===== config.mk =====
export PLATFORM = sky130hd
export DESIGN_NAME = mem_stage_sram
export DESIGN_NICKNAME = d
export VERILOG_FILES = /design/src/rtl/mem_stage_sram_pkg.sv /design/src/rtl/mem_stage_sram_mem_wb.sv /design/src/rtl/mem_stage_sram.sv
export SDC_FILE = /design/constraint.sdc
export NUM_CORES = 1
export LEC_CHECK = 0
export BUFFER_PORTS_ARGS = -buffer_cell sky130_fd_sc_hd__buf_2
export CAP_MARGIN = 20
export CELL_PAD_IN_SITES_DETAIL_PLACEMENT = 1
export CELL_PAD_IN_SITES_GLOBAL_PLACEMENT = 1
export CORE_MARGIN = 10
export CORE_UTILIZATION = 36
export CTS_BUF_LIST = sky130_fd_sc_hd__clkbuf_8
export DETAILED_ROUTE_END_ITERATION = 7
export GPL_ROUTABILITY_DRIVEN = 0
export GPL_TIMING_DRIVEN = 0
export HOLD_SLACK_MARGIN = 0.02
export PLACE_DENSITY = 0.75
export SYNTH_ARGS = -nofsm -noshare
export SYNTH_HDL_FRONTEND = slang
export SYNTH_HIERARCHICAL = 1
export SYNTH_SLANG_ARGS = --single-unit

===== constraint.sdc =====
create_clock -name clk -period 1.8 [get_ports clk]
set_input_delay 0.18 -clock clk [delete_from_list [all_inputs] [get_ports clk]]
set_output_delay 0.18 -clock clk [all_outputs]
set_load 0.005 [all_outputs]

===== src/rtl/mem_stage_sram_pkg.sv =====
// Shared types and defaults for the MEM stage and its SRAM port.
// Latency: n/a (declarations only).
// Backpressure: n/a (declarations only).
package mem_stage_sram_pkg;

    localparam int          WORD_WIDTH_DEF     = 32;
    localparam int          REG_FILE_DEPTH_DEF = 4;
    localparam int          SRAM_ADDR_W_DEF    = 16;
    localparam int          WAIT_CYCLES_DEF    = 2;
    localparam logic [31:0] DATA_MEM_BASE      = 32'h400;

    // Wide enough for the largest legal wait-state count (15).
    localparam int CNT_W = 4;

    typedef enum logic [1:0] {
        ST_IDLE   = 2'd0,
        ST_ACCESS = 2'd1,
        ST_DONE   = 2'd2
    } mem_state_e;

    // True on the final wait-state cycle of an SRAM access.
    function automatic logic last_wait(input logic [CNT_W-1:0] cnt, input int wait_cycles);
        return cnt == CNT_W'(wait_cycles - 1);
    endfunction

endpackage


===== src/rtl/mem_stage_sram_mem_wb.sv =====
// MEM/WB pipeline register with bubble insertion.
// Latency: 1 cycle from d-inputs to outputs.
// Backpressure: bubble_i wins over load_i; with neither asserted the register holds.
// Ports: clk/rst_n, bubble_i, load_i, *_i next values, *_o registered MEM/WB fields.
module mem_wb_reg #(
    parameter int WORD_WIDTH     = 32,
    parameter int REG_FILE_DEPTH = 4
) (
    input  logic                      clk,
    input  logic                      rst_n,
    input  logic                      bubble_i,
    input  logic                      load_i,
    input  logic                      mem_read_i,
    input  logic                      wb_en_i,
    input  logic [REG_FILE_DEPTH-1:0] dst_i,
    input  logic [WORD_WIDTH-1:0]     alu_res_i,
    input  logic [WORD_WIDTH-1:0]     mem_data_i,
    output logic                      mem_read_o,
    output logic                      wb_en_o,
    output logic [REG_FILE_DEPTH-1:0] dst_o,
    output logic [WORD_WIDTH-1:0]     alu_res_o,
    output logic [WORD_WIDTH-1:0]     mem_data_o
);

    always_ff @(posedge clk or negedge rst_n) begin
        if (!rst_n) begin
            mem_read_o <= 1'b0;
            wb_en_o    <= 1'b0;
            dst_o      <= '0;
            alu_res_o  <= '0;
            mem_data_o <= '0;
        end else if (bubble_i) begin
            mem_read_o <= 1'b0;
            wb_en_o    <= 1'b0;
            dst_o      <= '0;
            alu_res_o  <= '0;
            mem_data_o <= '0;
        end else if (load_i) begin
            mem_read_o <= mem_read_i;
            wb_en_o    <= wb_en_i;
            dst_o      <= dst_i;
            alu_res_o  <= alu_res_i;
            mem_data_o <= mem_data_i;
        end
    end

endmodule


===== src/rtl/mem_stage_sram.sv =====
// MEM stage: loads/stores against a fixed-wait-state word SRAM, feeds MEM/WB.
// Latency: 1 cycle for ALU ops; WAIT_CYCLES+2 cycles of stage occupancy for memory ops.
// Backpressure: freeze stalls upstream for WAIT_CYCLES+1 cycles per memory op; bubbles go to WB meanwhile.
// Ports: EX/MEM inputs (mem_read_en, mem_write_en, WB_en, dst, ALU_res, val_Rm), freeze,
//        SRAM port (sram_addr/wdata/rdata/we_n/oe_n), MEM/WB outputs (*_out, mem_out).
module mem_stage_sram
    import mem_stage_sram_pkg::*;
#(
    parameter int          WORD_WIDTH     = WORD_WIDTH_DEF,
    parameter int          REG_FILE_DEPTH = REG_FILE_DEPTH_DEF,
    parameter int          SRAM_ADDR_W    = SRAM_ADDR_W_DEF,
    parameter int          WAIT_CYCLES    = WAIT_CYCLES_DEF,
    parameter logic [31:0] BASE_ADDR      = DATA_MEM_BASE
) (
    input  logic                      clk,
    input  logic                      rst,
    input  logic                      mem_read_en,
    input  logic                      mem_write_en,
    input  logic                      WB_en,
    input  logic [REG_FILE_DEPTH-1:0] dst,
    input  logic [WORD_WIDTH-1:0]     ALU_res,
    input  logic [WORD_WIDTH-1:0]     val_Rm,
    output logic                      freeze,
    output logic [SRAM_ADDR_W-1:0]    sram_addr,
    output logic [WORD_WIDTH-1:0]     sram_wdata,
    input  logic [WORD_WIDTH-1:0]     sram_rdata,
    output logic                      sram_we_n,
    output logic                      sram_oe_n,
    output logic                      mem_read_out,
    output logic                      WB_en_out,
    output logic [REG_FILE_DEPTH-1:0] dst_out,
    output logic [WORD_WIDTH-1:0]     ALU_res_out,
    output logic [WORD_WIDTH-1:0]     mem_out
);

    mem_state_e                state_q, state_d;
    logic [CNT_W-1:0]          cnt_q, cnt_d;
    logic [SRAM_ADDR_W-1:0]    addr_q, addr_d;
    logic [WORD_WIDTH-1:0]     wdata_q, wdata_d;
    logic [WORD_WIDTH-1:0]     rdata_q, rdata_d;
    logic                      rd_q, rd_d;
    logic                      wr_q, wr_d;
    logic                      wb_en_q, wb_en_d;
    logic [REG_FILE_DEPTH-1:0] dst_q, dst_d;
    logic [WORD_WIDTH-1:0]     alu_q, alu_d;

    logic                      req;
    logic                      freeze_c;
    logic                      wb_mem_read;
    logic                      wb_en_n;
    logic [REG_FILE_DEPTH-1:0] wb_dst;
    logic [WORD_WIDTH-1:0]     wb_alu;
    logic [WORD_WIDTH-1:0]     wb_mem;

    // Byte address relative to the SRAM window, as a word index; wraps modulo SRAM size.
    logic [WORD_WIDTH-1:0]     word_idx;
    logic                      unused_idx_hi;
    assign word_idx      = (ALU_res - WORD_WIDTH'(BASE_ADDR)) >> 2;
    assign unused_idx_hi = ^word_idx[WORD_WIDTH-1:SRAM_ADDR_W];

    assign req = mem_read_en | mem_write_en;

    // Reset must drop freeze immediately even if a request is still presented.
    assign freeze = freeze_c & rst;

    always_comb begin
        state_d     = state_q;
        cnt_d       = cnt_q;
        addr_d      = addr_q;
        wdata_d     = wdata_q;
        rdata_d     = rdata_q;
        rd_d        = rd_q;
        wr_d        = wr_q;
        wb_en_d     = wb_en_q;
        dst_d       = dst_q;
        alu_d       = alu_q;
        freeze_c    = 1'b0;
        sram_addr   = '0;
        sram_wdata  = '0;
        sram_we_n   = 1'b1;
        sram_oe_n   = 1'b1;
        wb_mem_read = mem_read_en;
        wb_en_n     = WB_en;
        wb_dst      = dst;
        wb_alu      = ALU_res;
        wb_mem      = '0;

        case (state_q)
            ST_IDLE: begin
                if (req) begin
                    freeze_c = 1'b1;
                    addr_d   = word_idx[SRAM_ADDR_W-1:0];
                    wdata_d  = val_Rm;
                    // A simultaneous read+write is executed as a store.
                    rd_d     = mem_read_en & ~mem_write_en;
                    wr_d     = mem_write_en;
                    wb_en_d  = WB_en;
                    dst_d    = dst;
                    alu_d    = ALU_res;
                    cnt_d    = '0;
                    state_d  = ST_ACCESS;
                end
            end
            ST_ACCESS: begin
                freeze_c  = 1'b1;
                sram_addr = addr_q;
                if (wr_q) begin
                    sram_wdata = wdata_q;
                    sram_we_n  = 1'b0;
                end else begin
                    sram_oe_n = 1'b0;
                end
                cnt_d = cnt_q + 1'b1;
                if (last_wait(cnt_q, WAIT_CYCLES)) begin
                    if (rd_q) begin
                        rdata_d = sram_rdata;
                    end
                    state_d = ST_DONE;
                end
            end
            ST_DONE: begin
                wb_mem_read = rd_q;
                wb_en_n     = wb_en_q;
                wb_dst      = dst_q;
                wb_alu      = alu_q;
                wb_mem      = rd_q ? rdata_q : '0;
                state_d     = ST_IDLE;
            end
            default: begin
                state_d = ST_IDLE;
            end
        endcase
    end

    always_ff @(posedge clk or negedge rst) begin
        if (!rst) begin
            state_q <= ST_IDLE;
            cnt_q   <= '0;
            addr_q  <= '0;
            wdata_q <= '0;
            rdata_q <= '0;
            rd_q    <= 1'b0;
            wr_q    <= 1'b0;
            wb_en_q <= 1'b0;
            dst_q   <= '0;
            alu_q   <= '0;
        end else begin
            state_q <= state_d;
            cnt_q   <= cnt_d;
            addr_q  <= addr_d;
            wdata_q <= wdata_d;
            rdata_q <= rdata_d;
            rd_q    <= rd_d;
            wr_q    <= wr_d;
            wb_en_q <= wb_en_d;
            dst_q   <= dst_d;
            alu_q   <= alu_d;
        end
    end

    mem_wb_reg #(
        .WORD_WIDTH     (WORD_WIDTH),
        .REG_FILE_DEPTH (REG_FILE_DEPTH)
    ) u_mem_wb (
        .clk        (clk),
        .rst_n      (rst),
        .bubble_i   (freeze),
        .load_i     (~freeze),
        .mem_read_i (wb_mem_read),
        .wb_en_i    (wb_en_n),
        .dst_i      (wb_dst),
        .alu_res_i  (wb_alu),
        .mem_data_i (wb_mem),
        .mem_read_o (mem_read_out),
        .wb_en_o    (WB_en_out),
        .dst_o      (dst_out),
        .alu_res_o  (ALU_res_out),
        .mem_data_o (mem_out)
    );

endmodule

# After elaboration in Yosys (flattened, before gate mapping)
# Index checks and enable logic that the tools add are counted.
[totals] ff_bits=195 latchBits=0 ram_bits=0 rom_bits=0 output_inout_bits=121 word_cells=57 n_memories=0
[op_classes] n_addsub=2 mul=0 div_mod_pow=0 n_lt_le_gt_ge=0 n_eq_ne=5 n_shift=0 mux=25 bitwise_logic=4 n_reduce_logical=6
[ops] cell="$mux 32" n=7
[ops] cell="$sub 18x11->18 const B" n=1
[ops] cell="$mux 16" n=1
[ops] cell="$mux 4" n=3
[ops] cell="$mux 1" n=9
[ops] cell="$pmux 4 s2" n=1
[ops] cell="$reduce_and 2->1" n=3
[ops] cell="$add 4x1->4 const B" n=1
[ops] cell="$eq 4x1->1 const B" n=1
[ops] cell="$mux 2" n=2
[ops] cell="$ne 2x2->1 const B" n=2
[ops] cell="$pmux 2 s2" n=1
[ops] cell="$reduce_and 3->1" n=1
[ops] cell="$and 1x1->1" n=2
[ops] cell="$eq 2x1->1 const B" n=1
[ops] cell="$eq 2x2->1 const B" n=1
[ops] cell="$logic_not 2->1" n=1
[ops] cell="$pmux 1 s2" n=1
[ops] cell="$reduce_bool 2->1" n=1
[ops] cell="$not 1->1" n=1
[ops] cell="$or 1x1->1" n=1

# Longest topological paths before layout
# Gate-level depths: netlist of the first run.
[logic_depth] depth_word=5 depth_mapped=7 ltp_nobuf=5

# Modules after synthesis
# Netlist of the first run, hierarchy kept.
[by_module_without_submodules] module="mem_stage_sram" n_inst=1 cells_each=431 area_per_inst_um2=5728.0
[by_module_without_submodules] module="mem_wb_reg" n_inst=1 cells_each=226 area_per_inst_um2=2862.7

# Worst setup path after synthesis of the first run
# No wires, ideal clock.
[synth_timing] path_type="register to register" startpoint="reg state_q[0]" endpoint="reg wdata_q[10]" arrival_ns=1.463 setup_slack_ns=0.212 path_stages_with_launch=6 path_buffers=2 synth_period_minus_slack_ns=1.588 path_cell_list="dfrtp_1 > nor2_1 > and2_1 > buf_6 > buf_8 > mux2_4"
[synth_between] elab_chain_cells=2
[synth_rtl] item="start: declaration" line="mem_stage_sram.sv:36" rtl="mem_state_e state_q, state_d;"
[synth_rtl] item="start signal: assignment" line="mem_stage_sram.sv:148" rtl="state_q <= state_d;"
[synth_rtl] item="$logic_not 2->1" line="mem_stage_sram.sv:88" rtl="case (state_q)"
[synth_rtl] item="$reduce_and 2->1 (no source line)"
[synth_rtl] item="end signal: assignment" line="mem_stage_sram.sv:151" rtl="wdata_q <= wdata_d;"
[synth_rtl] item="end: declaration" line="mem_stage_sram.sv:39" rtl="logic [WORD_WIDTH-1:0] wdata_q, wdata_d;"
# No other way between the ends.
# A chain may end at the register's enable or synchronous reset.

# Final worst setup path of the first run
[layout_timing] startpoint="reg state_q[1]" endpoint="out sram_addr[7]"
[layout_between] elab_chain_cells=2
[layout_rtl] item="$eq 2x1->1" line="mem_stage_sram.sv:88"
[layout_rtl] item="$mux 16" line="mem_stage_sram.sv:88"
[layout_rtl] item="end: declaration" line="mem_stage_sram.sv:24" rtl="output logic [SRAM_ADDR_W-1:0] sram_addr,"
# No other way between the ends.

==> flow_summary.toml, run 1 <==
[route]
vias = 6572
top_layer_used = "met4"
drc = 0
met3WireLength_mm = 1.39
wl_mm = 29.1
drt_iter0_markers = 306
drt-pass1-iter-count = 4
m1WireLength_mm = 12.3
drtAntennaViolNets = 0
vias_per_cell = 4.84
wire_per_inst_um = 21.4
wl_met2_mm = 15.0

[cells_and_area]
final_nets = 1132
drive_gt1_frac = 0.481
final_cells = 1358
area_growth_pct = 43.2
multi_input_area_um2 = 3680
fin_util = 0.524
fillCellCount = 2454
regArea_um2 = 4680

[setup_path]
worstPathCellList = "and2b_4 -> clkbuf_16 -> buf_8 -> and2_4 -> buf_6"
crit_buf_inv = 3
ff2ff_path_depth = 6
critPathTopFamily = "simple AND/OR/NAND/NOR gates"
crit_path_end_kind = "output port"
crit_type = "flip-flop to output port"
worst_path_largest_cell_delay_ns = 0.45
cp.arrival_ns = 1.75
worstReg2RegEnd = "wdata_q[24]"
cp_slowest_cell = "dfrtp_2"
cp_max_fo = 5
cp-startpoint = "state_q[1]"
rr_startpoint = "state_q[1]"
worstSetupStartpointType = "flip-flop"
ff2ff_setup_slack_ns = -0.06
cp.required_ns = 1.62

[clocking]
cts_hold_buf = 102
cts_tree = "yes"
cts_max_path_buffers = 2
cts.htree.levels = 4
clkLatencyLatePin_ns = 0.46
numCtsBuffers = 17
clockRootBuffer = "clkbuf_8"
clkSinkCount = 187
path_clk_slew_ns = 0.11

[power_and_ir_drop]
peakVddDrop_uv = 553
power.density_nw_per_um2 = 1550
p_leak_nw = 6.29

[placement]
dp_cells = 1202
io_buffers = 225
dp_hpwl_mm = 18.2

[global_route]
grt-ovfl-total = 0
grt_pass1_vias = 7254
grt_antenna_before_repair = 2
grt_max_degree = 96
grt_use_total = 0.183
grt_pass1_wl_mm = 43.4

[logic_synthesis]
ys_types = 36
synth_edf_count = 0
avgSynthCellArea_um2 = 13.1
ys_seq_elements = 187
syn_area_um2 = 8590
ys_top_cells_by_count = "dfrtp_1 (187), mux2_2 (111), nor2_1 (75)"
yosysSeqAreaShare = 0.545
synth.most_common_cell = "dfrtp_1"
syn_nets = 765
synth_top_area_share = 0.545
post-synth-top-area-cell = "dfrtp_1"
synth_warnings = 6
synthFlopType = "dfrtp_1"
synth_area_leaders = "dfrtp_1 (54%), mux2_2 (15%), mux2i_1 (8.4%), mux2_4 (5.6%), and3_1 (4.7%)"
async_flop_share = 1.00
synthCells = 657

[floorplanning]
fp-row-count = 56
die-width_um = 174
die_area_um2 = 30400
ios = 226
fp.dieH_um = 174
core-area_um2 = 23500
start_util = 0.366

[min_path]
hp-class = "input port to async pin"

[sta]
fin_crit_ns = 1.93
tightestPinTransition_ns = 0.775
hold_viol_final = 92
finalClockSkew_ns = 0.0164
max_freq_mhz = 517
whs_ns = -0.315
rsz0062_at_grt = "yes"
drv_slew = 0
period_share = 1.07
relSlewSlack = 0.483
finalSetupViolCount = 81
fin_ws_ns = -0.134

[outcome]
outcome = "finished, violations left"
violations = "hold timing, setup timing"

[run]
cap_viol_max_count = 0
[cell families (layout without fill, tap and decap cells)]
kind of cell	count (synthesis)	count (layout)	synth area share
AND/OR/NAND/NOR	176	177	0.107
AO/OA/AOI/OAI	18	18	0.0124
buffers and inverters	54	433	0.0419
adder cells (fa/ha/maj)	3	3	0.00437
XOR/XNOR	4	4	0.00408
other	0	2	0
flip-flops	187	187	0.545
multiplexers	215	215	0.285
[placed cells by master, fill, tap and decap left out, types with 11 or more instances in the layout]
cell type      instances
and2_4                12
and3_1                53
and3_4                11
buf_2                204
buf_4                 12
buf_6                 32
buf_8                 12
clkbuf_8              18
dfrtp_1              185
dlygate4sd3_1        102
mux2_2               111
mux2_4                32
mux2i_1               72
nor2_1                73
[power breakdown]
part / leakage (nW) / internal [mW] / switching [mW] / total, mW
Sequential: 2.31 / 5.91 / 1.03 / 6.95
Combinational: 3.78 / 5.20 / 3.95 / 9.15
Clock: 0.209 / 1.18 / 1.77 / 2.95
[flip-flops by register name, indices dropped and copies added, names as in the netlist, 2 cells and up]
name                 flops
addr_q                  16
alu_q                   24
cnt_q                    4
dst_q                    4
rdata_q                 32
state_q                  2
u_mem_wb/alu_res_o      32
u_mem_wb/dst_o           4
u_mem_wb/mem_data_o     32
wdata_q                 32
[worst max-delay path by stage]
stage | endpoint | slack, ns | cells past startpoint
floorplan | wdata_q[10] | 0.21 | 5
finish | sram_addr[7] | -0.13 | 5
detailed placement | u_mem_wb/alu_res_o[1] | -0.51 | 6
CTS | wr_q | -0.15 | 4
global route | sram_addr[7] | -0.23 | 5
global placement | u_mem_wb/alu_res_o[1] | -3.62 | 6
[metrics by stage]
step           setup TNS (ns)  worst slack [ns]  area, um2  total power [mW]
2_1_floorplan               0             0.212       8590              11.4
3_3_place_gp          -776.58             -3.62      10100              13.8
3_5_place_dp           -44.84            -0.507      10200              14.1
4_1_cts                -13.38            -0.148      12000              18.3
5_1_grt                -16.34            -0.234      12300              20.2
6_report                -4.41            -0.134      12300              19.0
[final cells by class]
type                       instances  share of cell area
buffer                            47              0.0410
multi-input combinational        417               0.299
tap                              319              0.0325
clock buffer                      17              0.0190
inverter                           7             0.00214
timing repair buffer             347               0.211
clock inverter                    15              0.0143
antenna                            2            0.000407
sequential                       187               0.381
[layer usage]
layer | track usage | vias to the layer above
met2 | 0.321 | 175
met5 | 0 | -
met1 | 0.213 | 3347
li1 | - | 3024
met3 | 0.0514 | 26
met4 | 0.0488 | 0
[repair_timing]
item,CTS,global route
gates cloned,3,4
pin swaps,9,5
resized for setup,67,68
setup buffers,10,4
hold endpoints to repair,197,92
setup endpoints to repair,220,227
Note: power is estimated with default switching activity, not from simulation.
==> inputs of run 2 (changes only) <==
SETUP_SLACK_MARGIN = 0.05   (was not set)
==> run 2 against run 1 <==
Utilization fell by 0.23 points. The run still ends with hold timing, setup timing left. Total power increased by 0.32%. Largest power group unchanged. Clock power hardly changed. Sequential share of layout area is 0.16 points higher.
==> flow_summary.toml, run 2 (synthesized netlist as in run 1, its figures left out) <==
[setup_path]
cp-startpoint = "state_q[1]"
worstReg2RegEnd = "wdata_q[21]"
crit_path_end_kind = "flip-flop"
rr_startpoint = "state_q[1]"
crit_type = "flip-flop to flip-flop"
cp.required_ns = 2.14
cp-endpoint = "wdata_q[21]"
worstSetupStartpointType = "flip-flop"
cp_max_fo = 10
cp.arrival_ns = 2.21
ff2ff_setup_slack_ns = -0.07
ff2ff_path_depth = 6

[cells_and_area]
final_nets = 1128
drive_gt1_frac = 0.479
mostFrequentLayoutCells = "buf_2 (209), dfrtp_1 (186), mux2_2 (105)"
layout_commonest_cell = "buf_2"
finalInstanceArea_um2 = 12200
fillCellCount = 2458
area_growth_pct = 42.5

[floorplanning]
fp.dieH_um = 174
die_area_um2 = 30400
start_util = 0.366
core-area_um2 = 23500
die-width_um = 174
fp-row-count = 56
ios = 226

[global_route]
grt_pass1_vias = 7158
grt_use_total = 0.178
grt_pass1_wl_mm = 42.7
grt-ovfl-total = 0
grt_max_degree = 96
grt_antenna_before_repair = 3

[clocking]
numCtsBuffers = 17
cts_hold_buf = 102
cts.htree.levels = 4
cts_tree = "yes"
clockRootBuffer = "clkbuf_8"
clkLatencyLatePin_ns = 0.46
clkSinkCount = 187
path_clk_slew_ns = 0.12
cts_max_path_buffers = 2

[placement]
postPlaceCellArea_um2 = 10200
io_buffers = 225
dp_hpwl_mm = 18.2

[route]
drt-pass1-iter-count = 4
drc = 0
drt_iter0_markers = 307
vias = 6550
wl_mm = 28.9
drtAntennaViolNets = 0
vias_per_cell = 4.84
wire_per_inst_um = 21.4

[sta]
tightestPinTransition_ns = 0.757
finalClockSkew_ns = 0.0194
drv_slew = 0
finalSetupViolCount = 84
period_share = 1.04
whs_ns = -0.319
fin_ws_ns = -0.0725
fin_crit_ns = 1.87
fin_tns_setup_ns = -2.94
max_freq_mhz = 534
hold_viol_final = 92
rsz0062_at_grt = "yes"
relSlewSlack = 0.495

[outcome]
outcome = "finished, violations left"
violations = "hold timing, setup timing"

[power_and_ir_drop]
peakVddDrop_uv = 582
p_leak_nw = 6.31
power.density_nw_per_um2 = 1560
finalPower_mw = 19.1

[min_path]
hp-class = "input port to async pin"

[run]
cap_viol_max_count = 0
run 2: cell count changes in the layout (fill, tap and decap cells not counted), sizes merged:
cell    change
buf         +4
clkbuf      -8
run 2: how the worst min path moves through the flow:
| stage | end | start | slack [ns] | cells past startpoint |
|---|---|---|---|---|
| final | addr_q[14] | rst | -0.32 | 1 |
| after global routing | addr_q[14] | rst | -0.28 | 1 |
| after CTS | addr_q[14] | rst | -0.27 | 1 |
| after detailed placement | addr_q[14] | rst | 0.26 | 1 |
| after global placement | rd_q | mem_write_en | 0.41 | 2 |
| after floorplan | addr_q[0] | rst | -0.12 | 0 |
run 2: area by class of cell:
cell class | count | area [um2] | area share
Sequential cell | 187 | 4680 | 0.382
Multi-Input combinational cell | 417 | 3720 | 0.304
Timing Repair Buffer | 343 | 2510 | 0.205
Buffer | 47 | 492 | 0.0402
Tap cell | 319 | 399 | 0.0326
Clock buffer | 17 | 234 | 0.0191
Clock inverter | 15 | 176 | 0.0144
Inverter | 7 | 26.3 | 0.00215
Antenna cell | 2 | 5.00 | 0.000409
run 2: critical path: stages (launching register included):
cell and delay [ns]:
dfrtp_1 0.42, buf_4 0.16, nor2_2 0.33, and2_1 0.21
buf_6 0.14, buf_8 0.17, mux2_4 0.32
run 2: timing repair:
| action | 4_1_cts | 5_1_grt |
|---|---|---|
| endpoints found under the setup margin | 222 | 219 |
| cloned | 0 | 5 |
| setup buffers | 4 | 8 |
| endpoints found under the hold margin | 197 | 92 |
| pin swaps | 1 | 11 |
| gates resized for setup | 35 | 109 |
run 2: metal layers:
metal | up-vias | part of all wire | track usage
met3 | 29 | 0.053 | 0.0522
met1 | 3333 | 0.42 | 0.210
met2 | 181 | 0.51 | 0.313
met5 | - | 0 | 0
li1 | 3007 | - | -
met4 | 0 | 0.018 | 0.0388
run 2: where the power goes:
part / leakage, nW / total [mW] / internal, mW / switching [mW]
Combinational: 3.79 / 9.18 / 5.20 / 3.98
Sequential: 2.31 / 6.97 / 5.91 / 1.06
Clock: 0.209 / 2.96 / 1.18 / 1.77
Total: 6.31 / 19.1 / 12.3 / 6.81
run 2: stage by stage:
step	hold slack [ns]	std cells	setup slack, ns	utilization
after floorplan	-0.116	657	0.212	-
after global placement	0.406	1201	-3.62	0.431
after detailed placement	0.258	1202	-0.507	0.433
after CTS	-0.268	1340	-0.0932	0.500
final	-0.319	1354	-0.0725	0.522
after global routing	-0.285	1353	-0.177	0.521
==> inputs of run 3 (changes only) <==
clock period = 1.9 ns   (was 1.8 ns; I/O delays follow)
==> run 3 against run 2 <==
The flow still finishes with violations (hold timing, setup timing). Cell count fell by 0.30%. Sequential power fell by 5.3%. Largest cell class unchanged. Die area is the same.
==> flow_summary.toml, run 3 (synthesized netlist as in run 1, its figures left out) <==
[sta]
max_freq_mhz = 513
finalClockSkew_ns = 0.0186
relSlewSlack = 0.501
fin_crit_ns = 1.95
drv_slew = 0
period_share = 1.03
whs_ns = -0.267
fin_ws_ns = -0.0508
fin_tns_setup_ns = -0.295
finalSetupViolCount = 17
hold_viol_final = 92
rsz0062_at_grt = "yes"
tightestPinTransition_ns = 0.749

[cells_and_area]
area_growth_pct = 41.4
layout_commonest_cell = "buf_2"
finalInstanceArea_um2 = 12100
drive_gt1_frac = 0.478
final_nets = 1123
final_cells = 1350
mostFrequentLayoutCells = "buf_2 (203), dfrtp_1 (185), mux2_2 (111)"
fillCellCount = 2492

[route]
drt-pass1-iter-count = 4
drt_iter0_markers = 227
vias_per_cell = 4.86
wl_mm = 28.8
drc = 0
vias = 6556
wire_per_inst_um = 21.3
drtAntennaViolNets = 0

[setup_path]
crit_type = "flip-flop to output port"
worstSetupStartpointType = "flip-flop"
cp_max_fo = 10
cp.arrival_ns = 1.76
cp-endpoint = "sram_wdata[27]"
rr_startpoint = "state_q[0]"
ff2ff_setup_slack_ns = 0.13
cp.required_ns = 1.71
cp-startpoint = "state_q[1]"
ff2ff_path_depth = 5
worstReg2RegEnd = "wdata_q[16]"
crit_path_end_kind = "output port"

[clocking]
numCtsBuffers = 17
cts.htree.levels = 4
clkLatencyLatePin_ns = 0.46
clkSinkCount = 187
clockRootBuffer = "clkbuf_8"
cts_hold_buf = 100
cts_max_path_buffers = 2
path_clk_slew_ns = 0.11
cts_tree = "yes"

[global_route]
grt_use_total = 0.177
grt_max_degree = 96
grt_antenna_before_repair = 3
grt_pass1_vias = 7103
grt-ovfl-total = 0
grt_pass1_wl_mm = 42.4

[floorplanning]
die-width_um = 174
fp.dieH_um = 174
fp-row-count = 56
start_util = 0.366
die_area_um2 = 30400
core-area_um2 = 23500
ios = 226

[outcome]
outcome = "finished, violations left"
violations = "hold timing, setup timing"

[placement]
dp_hpwl_mm = 18.2
dp_cells = 1202
io_buffers = 225
postPlaceCellArea_um2 = 10200

[min_path]
hp-class = "input port to async pin"

[power_and_ir_drop]
p_leak_nw = 6.22
peakVddDrop_uv = 579
power.density_nw_per_um2 = 1480

[run]
cap_viol_max_count = 0
-- run 3: cell types whose count changed in the layout (fill, tap and decap cells not counted), moves of 4 or more --
cell	before	now
clkbuf_4	0	4
clkbuf_2	8	4
buf_12	7	2
buf_4	9	13
and3_1	57	53
mux2_2	105	111
and3_4	7	11
buf_2	209	203
mux2_4	38	32
-- run 3: cell type report --
cell class              instances  area, um2  share of cell area
diodes                          3       7.51            0.000618
plain buffers                  47        475              0.0392
clock buffers                  17        234              0.0193
clock inverters                15        176              0.0145
inverters                       7       26.3             0.00216
multi-input cells             417       3690               0.304
flip-flops and latches        187       4680               0.386
well taps                     319        399              0.0329
repair buffers                338       2450               0.202
-- run 3: worst max-delay path: stages (launching register included) --
cell and delay [ns]:
dfrtp_2 0.44, and2b_4 0.37, buf_8 0.16, and3_1 0.20, buf_2 0.13
-- run 3: worst min path at each step --
| stage | cells past startpoint | end | slack (ns) | from |
|---|---|---|---|---|
| 5_1_grt | 1 | wdata_q[27] | -0.25 | rst |
| 6_report | 1 | wdata_q[22] | -0.27 | rst |
| 4_1_cts | 1 | addr_q[14] | -0.26 | rst |
| 2_1_floorplan | 0 | addr_q[0] | -0.11 | rst |
| 3_3_place_gp | 2 | rd_q | 0.42 | mem_write_en |
| 3_5_place_dp | 1 | addr_q[14] | 0.27 | rst |
-- run 3: metal layers --
layer,vias to the layer above,wire length (um),track usage
met2,188,14900,0.312
met1,3338,11900,0.208
met4,0,286,0.0367
met3,21,1670,0.0520
li1,3009,-,-
met5,-,0,0
-- run 3: metrics by stage --
stage	power, mW	worst slack (ns)	util	hold WS, ns
floorplan	10.8	0.312	-	-0.106
global placement	13.1	-3.53	0.431	0.416
detailed placement	13.4	-0.417	0.433	0.268
CTS	17.1	-0.0469	0.504	-0.258
global route	19.0	-0.163	0.517	-0.254
finish	17.9	-0.0508	0.517	-0.267
-- run 3: timing repair --
action,CTS,global route
pin swaps,6,3
endpoints found under the setup margin,219,190
setup buffers,3,6
resized for setup,65,58
cloned,0,4
hold endpoints to repair,194,92
-- run 3: where the power goes --
part	switching (mW)	internal (mW)
Combinational	3.71	4.84
Sequential	0.994	5.60
Clock	1.67	1.12
Total	6.37	11.6
